<file path="config.mk">
export PLATFORM = sky130hd
export DESIGN_NAME = trap_entry_return_ctrl
export DESIGN_NICKNAME = d
export VERILOG_FILES = /design/src/rtl/trap_pkg.sv /design/src/rtl/trap_csr_regs.sv /design/src/rtl/trap_entry_return_ctrl.sv
export SDC_FILE = /design/constraint.sdc
export NUM_CORES = 1
export LEC_CHECK = 0
export BUFFER_PORTS_ARGS = -buffer_cell sky130_fd_sc_hd__buf_2
export CORE_MARGIN = 4
export CORE_UTILIZATION = 46
export DETAILED_ROUTE_END_ITERATION = 8
export MAX_ROUTING_LAYER = met4
export PLACE_DENSITY = 0.85
export SLEW_MARGIN = 20
export SYNTH_ARGS = -nofsm -noshare
export SYNTH_HDL_FRONTEND = slang
export SYNTH_SLANG_ARGS = --single-unit
export TNS_END_PERCENT = 10
</file>
<file path="constraint.sdc">
create_clock -name clk -period 4.7 [get_ports clk]
set_clock_uncertainty 0.1 [all_clocks]
set_input_delay 0.705 -clock clk [delete_from_list [all_inputs] [get_ports clk]]
set_output_delay 0.705 -clock clk [all_outputs]
set_load 0.005 [all_outputs]
</file>
<file path="src/rtl/trap_pkg.sv">
// Shared types and constants for the trap entry/return controller.
// Build option: define TRAP_MTVAL_EN to latch mtval from exc_tval on trap entry.
package trap_pkg;

  localparam int XLEN    = 32;
  localparam int CAUSE_W = 4;

  localparam logic [XLEN-1:0] HANDLER_BASE = 32'h0000_0080;

  localparam logic [CAUSE_W-1:0] CAUSE_INST_MISALIGN = 4'd0;
  localparam logic [CAUSE_W-1:0] CAUSE_ILLEGAL       = 4'd1;
  localparam logic [CAUSE_W-1:0] CAUSE_EBREAK        = 4'd2;
  localparam logic [CAUSE_W-1:0] CAUSE_LOAD_MISALIGN = 4'd3;

  typedef enum logic [2:0] {
    ST_IDLE    = 3'd0,
    ST_ENTRY   = 3'd1,
    ST_HANDLER = 3'd2,
    ST_RETURN  = 3'd3,
    ST_HALT    = 3'd4
  } trap_state_e;

  // A redirect is outstanding toward fetch in these states.
  function automatic logic is_redirect_state(input trap_state_e st);
    return (st == ST_ENTRY) || (st == ST_RETURN);
  endfunction

endpackage

</file>
<file path="src/rtl/trap_csr_regs.sv">
// mepc/mcause/mtval storage, written together on trap entry.
// Build option: TRAP_MTVAL_EN enables mtval capture; otherwise mtval reads as zero.
module trap_csr_regs
  import trap_pkg::*;
#(
  parameter int XLEN_P    = XLEN,
  parameter int CAUSE_W_P = CAUSE_W
) (
  input  logic                 clk,
  input  logic                 reset,
  input  logic                 wr_en,
  input  logic [XLEN_P-1:0]    wr_pc,
  input  logic [CAUSE_W_P-1:0] wr_cause,
  input  logic [XLEN_P-1:0]    wr_tval,
  output logic [XLEN_P-1:0]    mepc,
  output logic [XLEN_P-1:0]    mcause,
  output logic [XLEN_P-1:0]    mtval
);

  logic [XLEN_P-1:0] mepc_q, mepc_d;
  logic [XLEN_P-1:0] mcause_q, mcause_d;
  logic              unused_pc_lsbs;

  // The two low PC bits are forced to zero, so they never reach storage.
  assign unused_pc_lsbs = ^wr_pc[1:0];

  always_comb begin
    mepc_d   = mepc_q;
    mcause_d = mcause_q;
    if (wr_en) begin
      mepc_d   = {wr_pc[XLEN_P-1:2], 2'b00};
      mcause_d = {{(XLEN_P-CAUSE_W_P){1'b0}}, wr_cause};
    end
  end

  always_ff @(posedge clk or posedge reset) begin
    if (reset) begin
      mepc_q   <= '0;
      mcause_q <= '0;
    end else begin
      mepc_q   <= mepc_d;
      mcause_q <= mcause_d;
    end
  end

  assign mepc   = mepc_q;
  assign mcause = mcause_q;

`ifdef TRAP_MTVAL_EN
  logic [XLEN_P-1:0] mtval_q, mtval_d;

  always_comb begin
    mtval_d = mtval_q;
    if (wr_en) begin
      mtval_d = wr_tval;
    end
  end

  always_ff @(posedge clk or posedge reset) begin
    if (reset) begin
      mtval_q <= '0;
    end else begin
      mtval_q <= mtval_d;
    end
  end

  assign mtval = mtval_q;
`else
  logic unused_tval;

  assign unused_tval = ^wr_tval;
  assign mtval       = '0;
`endif

endmodule

</file>
<file path="src/rtl/trap_entry_return_ctrl.sv">
// Trap entry / MRET return sequencer with redirect handshake and double-fault halt.
// Build option: TRAP_MTVAL_EN (passed through to trap_csr_regs) captures mtval.
module trap_entry_return_ctrl
  import trap_pkg::*;
#(
  parameter int XLEN_P    = XLEN,
  parameter int CAUSE_W_P = CAUSE_W
) (
  input  logic                 clk,
  input  logic                 reset,
  input  logic                 exc_valid,
  input  logic [CAUSE_W_P-1:0] exc_cause,
  input  logic [XLEN_P-1:0]    exc_pc,
  input  logic [XLEN_P-1:0]    exc_tval,
  input  logic [XLEN_P-1:0]    handler_address,
  input  logic                 mret_valid,
  input  logic                 redirect_ready,
  output logic                 redirect_valid,
  output logic [XLEN_P-1:0]    redirect_target,
  output logic                 flush,
  output logic                 in_trap,
  output logic                 double_fault,
  output logic [XLEN_P-1:0]    mepc,
  output logic [XLEN_P-1:0]    mcause,
  output logic [XLEN_P-1:0]    mtval
);

  trap_state_e       state_q, state_d;
  logic [XLEN_P-1:0] target_q, target_d;
  logic              first_q, first_d;
  logic              csr_wr_en;

  trap_csr_regs #(
    .XLEN_P    (XLEN_P),
    .CAUSE_W_P (CAUSE_W_P)
  ) u_csr (
    .clk      (clk),
    .reset    (reset),
    .wr_en    (csr_wr_en),
    .wr_pc    (exc_pc),
    .wr_cause (exc_cause),
    .wr_tval  (exc_tval),
    .mepc     (mepc),
    .mcause   (mcause),
    .mtval    (mtval)
  );

  always_ff @(posedge clk or posedge reset) begin
    if (reset) begin
      state_q  <= ST_IDLE;
      target_q <= '0;
      first_q  <= 1'b0;
    end else begin
      state_q  <= state_d;
      target_q <= target_d;
      first_q  <= first_d;
    end
  end

  always_comb begin
    state_d   = state_q;
    target_d  = target_q;
    csr_wr_en = 1'b0;
    case (state_q)
      ST_IDLE: begin
        if (exc_valid) begin
          state_d   = ST_ENTRY;
          target_d  = handler_address;
          csr_wr_en = 1'b1;
        end
      end
      ST_ENTRY: begin
        if (redirect_ready) begin
          state_d = ST_HANDLER;
        end
      end
      // A fault inside the handler beats a simultaneous MRET.
      ST_HANDLER: begin
        if (exc_valid) begin
          state_d = ST_HALT;
        end else if (mret_valid) begin
          state_d  = ST_RETURN;
          target_d = mepc;
        end
      end
      ST_RETURN: begin
        if (redirect_ready) begin
          state_d = ST_IDLE;
        end
      end
      ST_HALT: begin
        state_d = ST_HALT;
      end
      default: begin
        state_d = ST_IDLE;
      end
    endcase
    first_d = (state_d != state_q) && is_redirect_state(state_d);
  end

  always_comb begin
    redirect_valid  = 1'b0;
    redirect_target = '0;
    flush           = 1'b0;
    in_trap         = 1'b0;
    double_fault    = 1'b0;
    case (state_q)
      ST_ENTRY: begin
        redirect_valid  = 1'b1;
        redirect_target = target_q;
        flush           = first_q;
      end
      ST_HANDLER: begin
        in_trap = 1'b1;
      end
      ST_RETURN: begin
        redirect_valid  = 1'b1;
        redirect_target = target_q;
        flush           = first_q;
        in_trap         = 1'b1;
      end
      ST_HALT: begin
        in_trap      = 1'b1;
        double_fault = 1'b1;
      end
      default: begin
        redirect_valid = 1'b0;
      end
    endcase
  end

endmodule

</file>
## Word level (Yosys, flattened, before mapping)

Cells that the tools add are included.

| cells by class | value |
|---|---|
| reductions and logical operators | 7 |
| equal/unequal tests | 10 |
| mux-type cells | 17 |

Operators with widths:

| kind | number |
|---|---|
| 32-bit two-way mux | 4 |
| 32-bit case mux with 2 select lines | 1 |
| 3-bit two-way mux | 5 |
| 3-bit case mux with 5 select lines | 1 |
| 3-bit by 2-bit == test with 1-bit output, second input constant | 3 |
| 3-bit by 1-bit == test with 1-bit output, second input constant | 2 |
| 1-bit two-way mux | 6 |
| 2-bit != test, second input constant | 3 |
| 4-bit AND reduction | 1 |
| 3-bit == test, second input constant | 1 |
| 3-bit logical NOT | 1 |
| 3-bit != test | 1 |
| 3-bit OR reduction | 1 |
| 2-bit nonzero test | 1 |
| 2-bit OR reduction | 1 |
| 1-bit logical AND | 1 |
| 1-bit logical OR | 1 |

| storage, ports and cells | value |
|---|---|
| input bits | 105 |
| bits in registers | 70 |

## Longest topological paths before layout

Gate-level depths: netlist of the first run.

| logic depth | value |
|---|---|
| depth after elaboration | 6 |
| gate-level depth with buffers | 5 |
| gate-level depth less buffers | 3 |

## Hierarchy

Synthesis of the first run repeated with hierarchy kept, for this count alone.

| second synthesis, totals | value |
|---|---|
| cells, all modules | 298 |
| area total of the unflattened synthesis | 3907.5 um^2 |

Modules (own cells, without submodules):

| module | area an instance (um^2) | instances | sequential area each (um^2) | cells an instance |
|---|---|---|---|---|
| trap_entry_return_ctrl | 2016.9 | 1 | 900.9 | 162 |
| trap_csr_regs | 1890.6 | 1 | 850.8 | 136 |

## Worst setup path before layout of the first run

OpenSTA, ideal clock, no wires.

| timing path | value |
|---|---|
| path type | reg-to-output |
| start | reg state_q[0] |
| end | out redirect_target[22] |
| data required time | 3895 ps |
| arrival | 1213 ps |
| stages on the path, launching flop included | 5 |
| slack | 2682 ps |
| cells stage by stage | dfrtp_1 > buf_2 > nor2b_1 > clkbuf_1 > and2_1 |

| between the ends | value |
|---|---|
| cells in the longest elaborated chain, start to end | 3 |
| elaborated cells on any way between the ends | 4 |

Ends and longest elaborated chain:

| what | line | RTL |
|---|---|---|
| from (decl) | trap_entry_return_ctrl.sv:28 | `trap_state_e state_q, state_d;` |
| from (signal assigned) | trap_entry_return_ctrl.sv:54 | `state_q <= state_d;` |
| 3-bit by 2-bit == test with 1-bit output / 3-bit by 1-bit == test with 1-bit output (equally long branches) | trap_entry_return_ctrl.sv:107 | `case (state_q)` |
| 2-bit OR reduction (no line) (*) | n/a |  |
| 32-bit two-way mux (*) | trap_entry_return_ctrl.sv:107 |  |
| to (decl) | trap_entry_return_ctrl.sv:19 | `output logic [XLEN_P-1:0] redirect_target,` |

Mark *: on every way between the ends. The rest lies on a longest branch, timed or not.

## Final worst setup path of the first run

| timing path | value |
|---|---|
| start | reg state_q[1] |
| end | reg target_q[15] |

| between the ends | value |
|---|---|
| cells in the longest elaborated chain, start to end | 3 |
| elaborated cells on any way between the ends | 8 |

Ends and longest elaborated chain:

| what | line | RTL |
|---|---|---|
| 3-bit by 2-bit == test with 1-bit output / 3-bit logical NOT (equally long branches) | trap_entry_return_ctrl.sv:64 | `case (state_q)` |
| 2-bit != test (no line) / 2-bit nonzero test (equally long branches) | n/a |  |
| 4-bit AND reduction (no line) | n/a |  |
| to (signal assigned) | trap_entry_return_ctrl.sv:55 | `target_q <= target_d;` |
| to (decl) | trap_entry_return_ctrl.sv:29 | `logic [XLEN_P-1:0] target_q, target_d;` |

Parallel ways exist; a longest one is shown, timed or not.
A chain may end at the register's enable or synchronous reset.

==> flow_summary.ini, run 1 <==
[yosys]
async_flop_share_pct = 100.0
synth-warning-count = 0
synth_edf_count = 0
syn-cell-area_mm2 = 0.003766
synth-main-ff-cell = dfrtp_1
synth_seq_cells = 70
synth_cell_type_count = 23
synthesis.instances = 298
synth_largest_area_cell = dfrtp_1
leading_post_synthesis_cells_by_instance_count = mux2_2, dfrtp_1, buf_4, and2_1, buf_6
synth_area_per_cell_um2 = 12.64
synth_top_cell_area_share_pct = 46.51
seq_area_frac_synth_pct = 46.51
cells_taking_the_most_area_after_synthesis = dfrtp_1, mux2_2, buf_4
synthMostInstantiatedCell = mux2_2

[place]
place.port_buffers = 140
post_dp_cell_area_mm2 = 0.004295
place.gp.congestion = 0.7640
place_hpwl_um = 6195

[grt]
globalRoute.totalOverflow = 0
first_global_vias = 2641
pin_count_of_the_biggest_net_entering_global_routing = 40
grt_first_pass_wirelength_um = 13110
groute.usage.overall_pct = 17.61
grt_antenna_before_repair = 0

[finish]
final_area_mm2 = 0.004496
fill_cells = 670
share_of_post_route_cells_with_drive_strength_above_1_pct = 57.88
insertedDiodeCount = 0
flow.area_growth_from_synthesis_pct = 19.37
final_nets = 544

[floorplanning]
area_of_the_core_mm2 = 0.007848
die-width_um = 98.49
start_util_pct = 47.99
fp.dieArea_mm2 = 0.009699
row_count = 32
die_height_um = 98.49
design.portCount = 237

[clocking]
path_clk_slew_ns = 0.08
hold_buffers = 0
ctsLongestPathBuffers = 2
cts.sinks = 70
htreeDepth = 3
cts-root-buf = clkbuf_8
postCtsSetupRepairBufs = 0
clk_latency_ns = 0.34
cts_made_buffers = 9
cts_tree = done
ctsResizeCount = 0

[pwr]
powerDensity_mw_per_mm2 = 628.2
p_seq_share_pct = 40.5
p_comb_share_pct = 42.3
power.share.switching_pct = 33.19
internal-power_uw = 1887
power.leakage_uw = 0.002286
clkPwrFrac_pct = 17.2
ir_drop_v = 0.0003240
net_switching_power_of_the_design_uw = 937.3

[worst_setup_path]
critical_path.max_stage_delay_ns = 0.99
worst-path-max-fanout = 39
slowest_stage = dfrtp_2
crit_type = flip-flop to flip-flop
path_cells = nand3b_4 -> a211oi_4 -> buf_4 -> mux2_2
timing.critical_path.arrival_ns = 3.07
timing.critical_path.required_ns = 4.82
endpoint_kind = flip-flop
worstSetupStartpointType = flip-flop

[detailed_routing]
wirelength_um = 8235
post_dr_vias_cell = 4.630
detail-route-antenna-nets = 0
first_iter_violations = 72
drt-pass1-iter-count = 4
wl_per_cell_um = 15.08
detail_route.drc_violations = 0
vias = 2528

[flow_run]
drv.max_cap_violation_count = 0

[sta]
setup-violations-final = 0
hold_ws_ns = 0.3785
slew-limit-headroom_pct = 37.62
finalMaxSlewViolations = 0
unrepaired_setup_endpoints_after_global_routing = no
period_needed_ns = 2.951
timing.final.hold_violations = 0
max_freq_mhz = 338.9
finalCritPeriodShare_pct = 62.78
timing_worst_slew_pin_value_ns = 0.9357
setup_total_negative_slack_ns = 0

[hold_path]
hold_class = flip-flop to flip-flop

[status]
status = complete, no violations
## cells in the final DEF (no fill, tap or decap)
cell type / count
clkinvlp_4: 2
mux2_2: 91
clkinv_2: 1
clkinv_4: 1
mux2_1: 4
clkbuf_8: 10
nor2b_2: 1
conb_1: 62
nor3_1: 1
a211oi_4: 1
clkbuf_1: 1
bufinv_16: 1
nand2b_1: 1
and2_1: 33
nor4b_4: 1
buf_2: 140
nor2_1: 2
o21ai_0: 2
a21o_1: 2
nand3b_4: 1
nor3b_1: 1
inv_2: 1
buf_4: 5
inv_1: 4
xor2_1: 1
nand2_1: 3
dfrtp_2: 1
dfrtp_1: 69
a21oi_1: 1
## area by class of cell
type	count	area [um2]	area share, %
Sequential cell	70	1753	38.99
Multi-Input combinational cell	208	1658	36.88
Timing Repair Buffer	145	738.2	16.42
Clock buffer	11	141.4	3.145
Tap cell	102	127.6	2.839
Clock inverter	5	58.81	1.308
Inverter	5	18.77	0.4175
## power groups by stage
stage / logic, uW / clock network, uW / registers [uW]
6_report: 1190 / 485 / 1140
5_1_grt: 1320 / 520 / 1200
4_1_cts: 1220 / 497 / 1150
3_5_place_dp: 1220 / 0 / 1160
3_3_place_gp: 1180 / 0 / 1130
2_1_floorplan: 864 / 0 / 1080
## state kept, by name (all words and copies together), names as in the netlist
register,cells
first_q,1
target_q,32
u_csr.mcause,4
state_q,3
u_csr.mepc,30
## metrics by stage
stage	power (uW)	std cells	utilization [%]	setup WS [ns]
after floorplan	1940	359	-	2.127
after global placement	2312	530	54.74	1.772
after detailed placement	2379	530	54.74	1.636
after CTS	2873	546	57.29	1.624
after global routing	3037	546	57.29	1.549
final	2824	546	57.29	1.749
## cells by family (layout without fill, tap and decap cells)
family,count (synthesis),count (layout),share of synthesized area [%]
other,1,62,0.09957
and+or+nand+nor,44,44,7.808
AOI/OAI and AO/OA,6,6,1.329
xor gates and xnor gates,1,1,0.2326
muxes,95,95,28.41
buffers and inverters,81,166,15.61
DFF,70,70,46.51
## critical path, delay by kind of cell, from the launching register on
| family | cells | cell delay, ns |
|---|---|---|
| flip-flops | 1 | 0.99 |
| AO/OA/AOI/OAI | 1 | 0.81 |
| buffers and inverters | 1 | 0.41 |
| multiplexers | 1 | 0.37 |
| AND/OR/NAND/NOR | 1 | 0.15 |
## layer usage
layer,share of wire (%),track usage [%]
met5,0,-
met4,0.97,5.252
met3,8.8,4.600
met2,52,30.32
met1,38,20.23
## worst paths after layout
kind | startpoint | end | slack, ns | cells after the start
setup / recovery | state_q[1] | target_q[15] | 1.75 | 4
hold / removal | target_q[19] | target_q[19] | 0.38 | 1
setup reg to reg | state_q[1] | target_q[15] | 1.75 | 4
hold reg to reg | target_q[19] | target_q[19] | 0.38 | 1
max in group asynchronous | reset | state_q[1] | 3.16 | 3
min in group asynchronous | reset | target_q[4] | 0.40 | 2
No activity file was read; power rests on OpenSTA's default activity.
==> run 2: changes to the inputs <==
- CORE_UTILIZATION: 46 -> 43
- PLACE_DENSITY: 0.85 -> 0.81
- clock period: 4.7 -> 3.1 ns (I/O delays scaled with it)
==> flow_summary.ini, run 2 (same netlist as run 1, synthesis figures left out) <==
[grt]
first_global_vias = 2678
global_route.peak_usage_layer = met2
met1_usage_pct = 18.25
grtUsageMet2_pct = 27.82
pin_count_of_the_biggest_net_entering_global_routing = 49
grt_use_met3_pct = 3.306
grt_antenna_before_repair = 0
groute.usage.overall_pct = 16.08
grt_first_pass_wirelength_um = 12540
globalRoute.totalOverflow = 0

[finish]
largest_register = target_q
fill_cells = 732
share_of_post_route_cells_with_drive_strength_above_1_pct = 57.98
final_cell_mix = buf_2, mux2_2, dfrtp_1
layout.cells.most_common = buf_2
multi_input_gate_area_mm2 = 0.001658
insertedDiodeCount = 0
seqCellArea_mm2 = 0.001753
final_nets = 545
flow.area_growth_from_synthesis_pct = 20.53
largest_reg_flops = 32

[worst_setup_path]
critical_path.top_delay_family = simple AND/OR/NAND/NOR gates
regToRegEndpoint = target_q[29]
origin_of_the_critical_flop_to_flop_path = state_q[1]
critical_path.max_stage_delay_ns = 0.54
ff2ff_path_depth = 4
timing.critical_path.required_ns = 2.53
timing.reg2reg.setup_slack_ns = 1.06
path_cells = nor2b_2 -> buf_4 -> and2_1 -> buf_2
worstSetupStartpointType = flip-flop
crit_type = flip-flop to primary output
timing.critical_path.arrival_ns = 1.88
timing.critical_path.buf_inv = 2
slowest_stage = dfrtp_1
endpoint_kind = primary output
worst-path-max-fanout = 27

[status]
status = complete, no violations

[floorplanning]
area_of_the_core_mm2 = 0.008382
row_count = 33
die-width_um = 101.6
start_util_pct = 44.93
die_height_um = 101.6
fp.dieArea_mm2 = 0.01032
design.portCount = 237

[clocking]
cts.sinks = 70
cts_tree = done
hold_buffers = 0
cts_made_buffers = 9
htreeDepth = 3
cts-root-buf = clkbuf_8
postCtsSetupRepairBufs = 0
ctsResizeCount = 0
clk_latency_ns = 0.34
path_clk_slew_ns = 0.08
ctsLongestPathBuffers = 2

[pwr]
power.share.switching_pct = 32.79
p_seq_share_pct = 39.1
powerDensity_mw_per_mm2 = 960.6
net_switching_power_of_the_design_uw = 1430
internal-power_uw = 2930
power.leakage_uw = 0.002304
overall_power_uw = 4360
p_comb_share_pct = 42.1
ir_drop_v = 0.0005536
clkPwrFrac_pct = 18.8

[sta]
finalCritPeriodShare_pct = 78.85
slew-limit-headroom_pct = 64.36
hold_ws_ns = 0.06214
timing.final.hold_violations = 0
setup_total_negative_slack_ns = 0
unrepaired_setup_endpoints_after_global_routing = no
period_needed_ns = 2.444
max_freq_mhz = 409.1
setup-violations-final = 0
timing_worst_slew_pin_value_ns = 0.5346
finalMaxSlewViolations = 0

[flow_run]
drv.max_cap_violation_count = 0

[place]
place.gp.congestion = 0.7720
place_hpwl_um = 6037
place.port_buffers = 140

[detailed_routing]
first_iter_violations = 46
vias = 2542
detail_route.drc_violations = 0
drt-pass1-iter-count = 4
wl_per_cell_um = 14.62
wirelength_um = 8040
detail-route-antenna-nets = 0
post_dr_vias_cell = 4.622

[hold_path]
hold_class = input pin to asynchronous set/reset pin
## run 2: power groups by stage
stage	clock network, uW	registers (uW)	logic (uW)
final	821	1700	1840
after global routing	886	1770	2030
after CTS	853	1710	1890
after detailed placement	0	1720	1880
after global placement	0	1690	1830
after floorplan	0	1630	1310
## run 2: through the flow
stage / setup slack (ns) / instances / util, % / instance area (um2)
floorplan: 0.7668 / 359 / - / 3995
global placement: 1.012 / 534 / 51.53 / 4319
detailed placement: 0.9745 / 534 / 51.53 / 4319
CTS: 0.6045 / 550 / 54.16 / 4539
global route: 0.4756 / 550 / 54.16 / 4539
finish: 0.6556 / 550 / 54.16 / 4539
## run 2: how the worst max path moves through the flow
stage / cells past startpoint / to / slack (ns) / start
floorplan: 1 / first_q / 0.77 / reset
finish: 4 / flush / 0.66 / state_q[0]
global route: 4 / redirect_target[17] / 0.48 / state_q[0]
global placement: 4 / redirect_target[30] / 1.01 / state_q[0]
detailed placement: 4 / redirect_target[21] / 0.97 / state_q[0]
CTS: 4 / flush / 0.60 / state_q[0]
## run 2: cell type report
cell class	instances	share of cell area [%]
Inverter	5	0.4135
Multi-Input combinational cell	208	36.52
Sequential cell	70	38.62
Clock inverter	6	2.040
Clock buffer	10	2.811
Timing Repair Buffer	146	16.70
Tap cell	105	2.894
## run 2: metal layers
layer | vias up | share of wire [%] | routed length [um]
li1 | 1161 | - | -
met1 | 1229 | 38 | 3079
met2 | 139 | 51 | 4070
met3 | 13 | 9.4 | 752
met4 | 0 | 1.7 | 138
met5 | - | 0 | 0
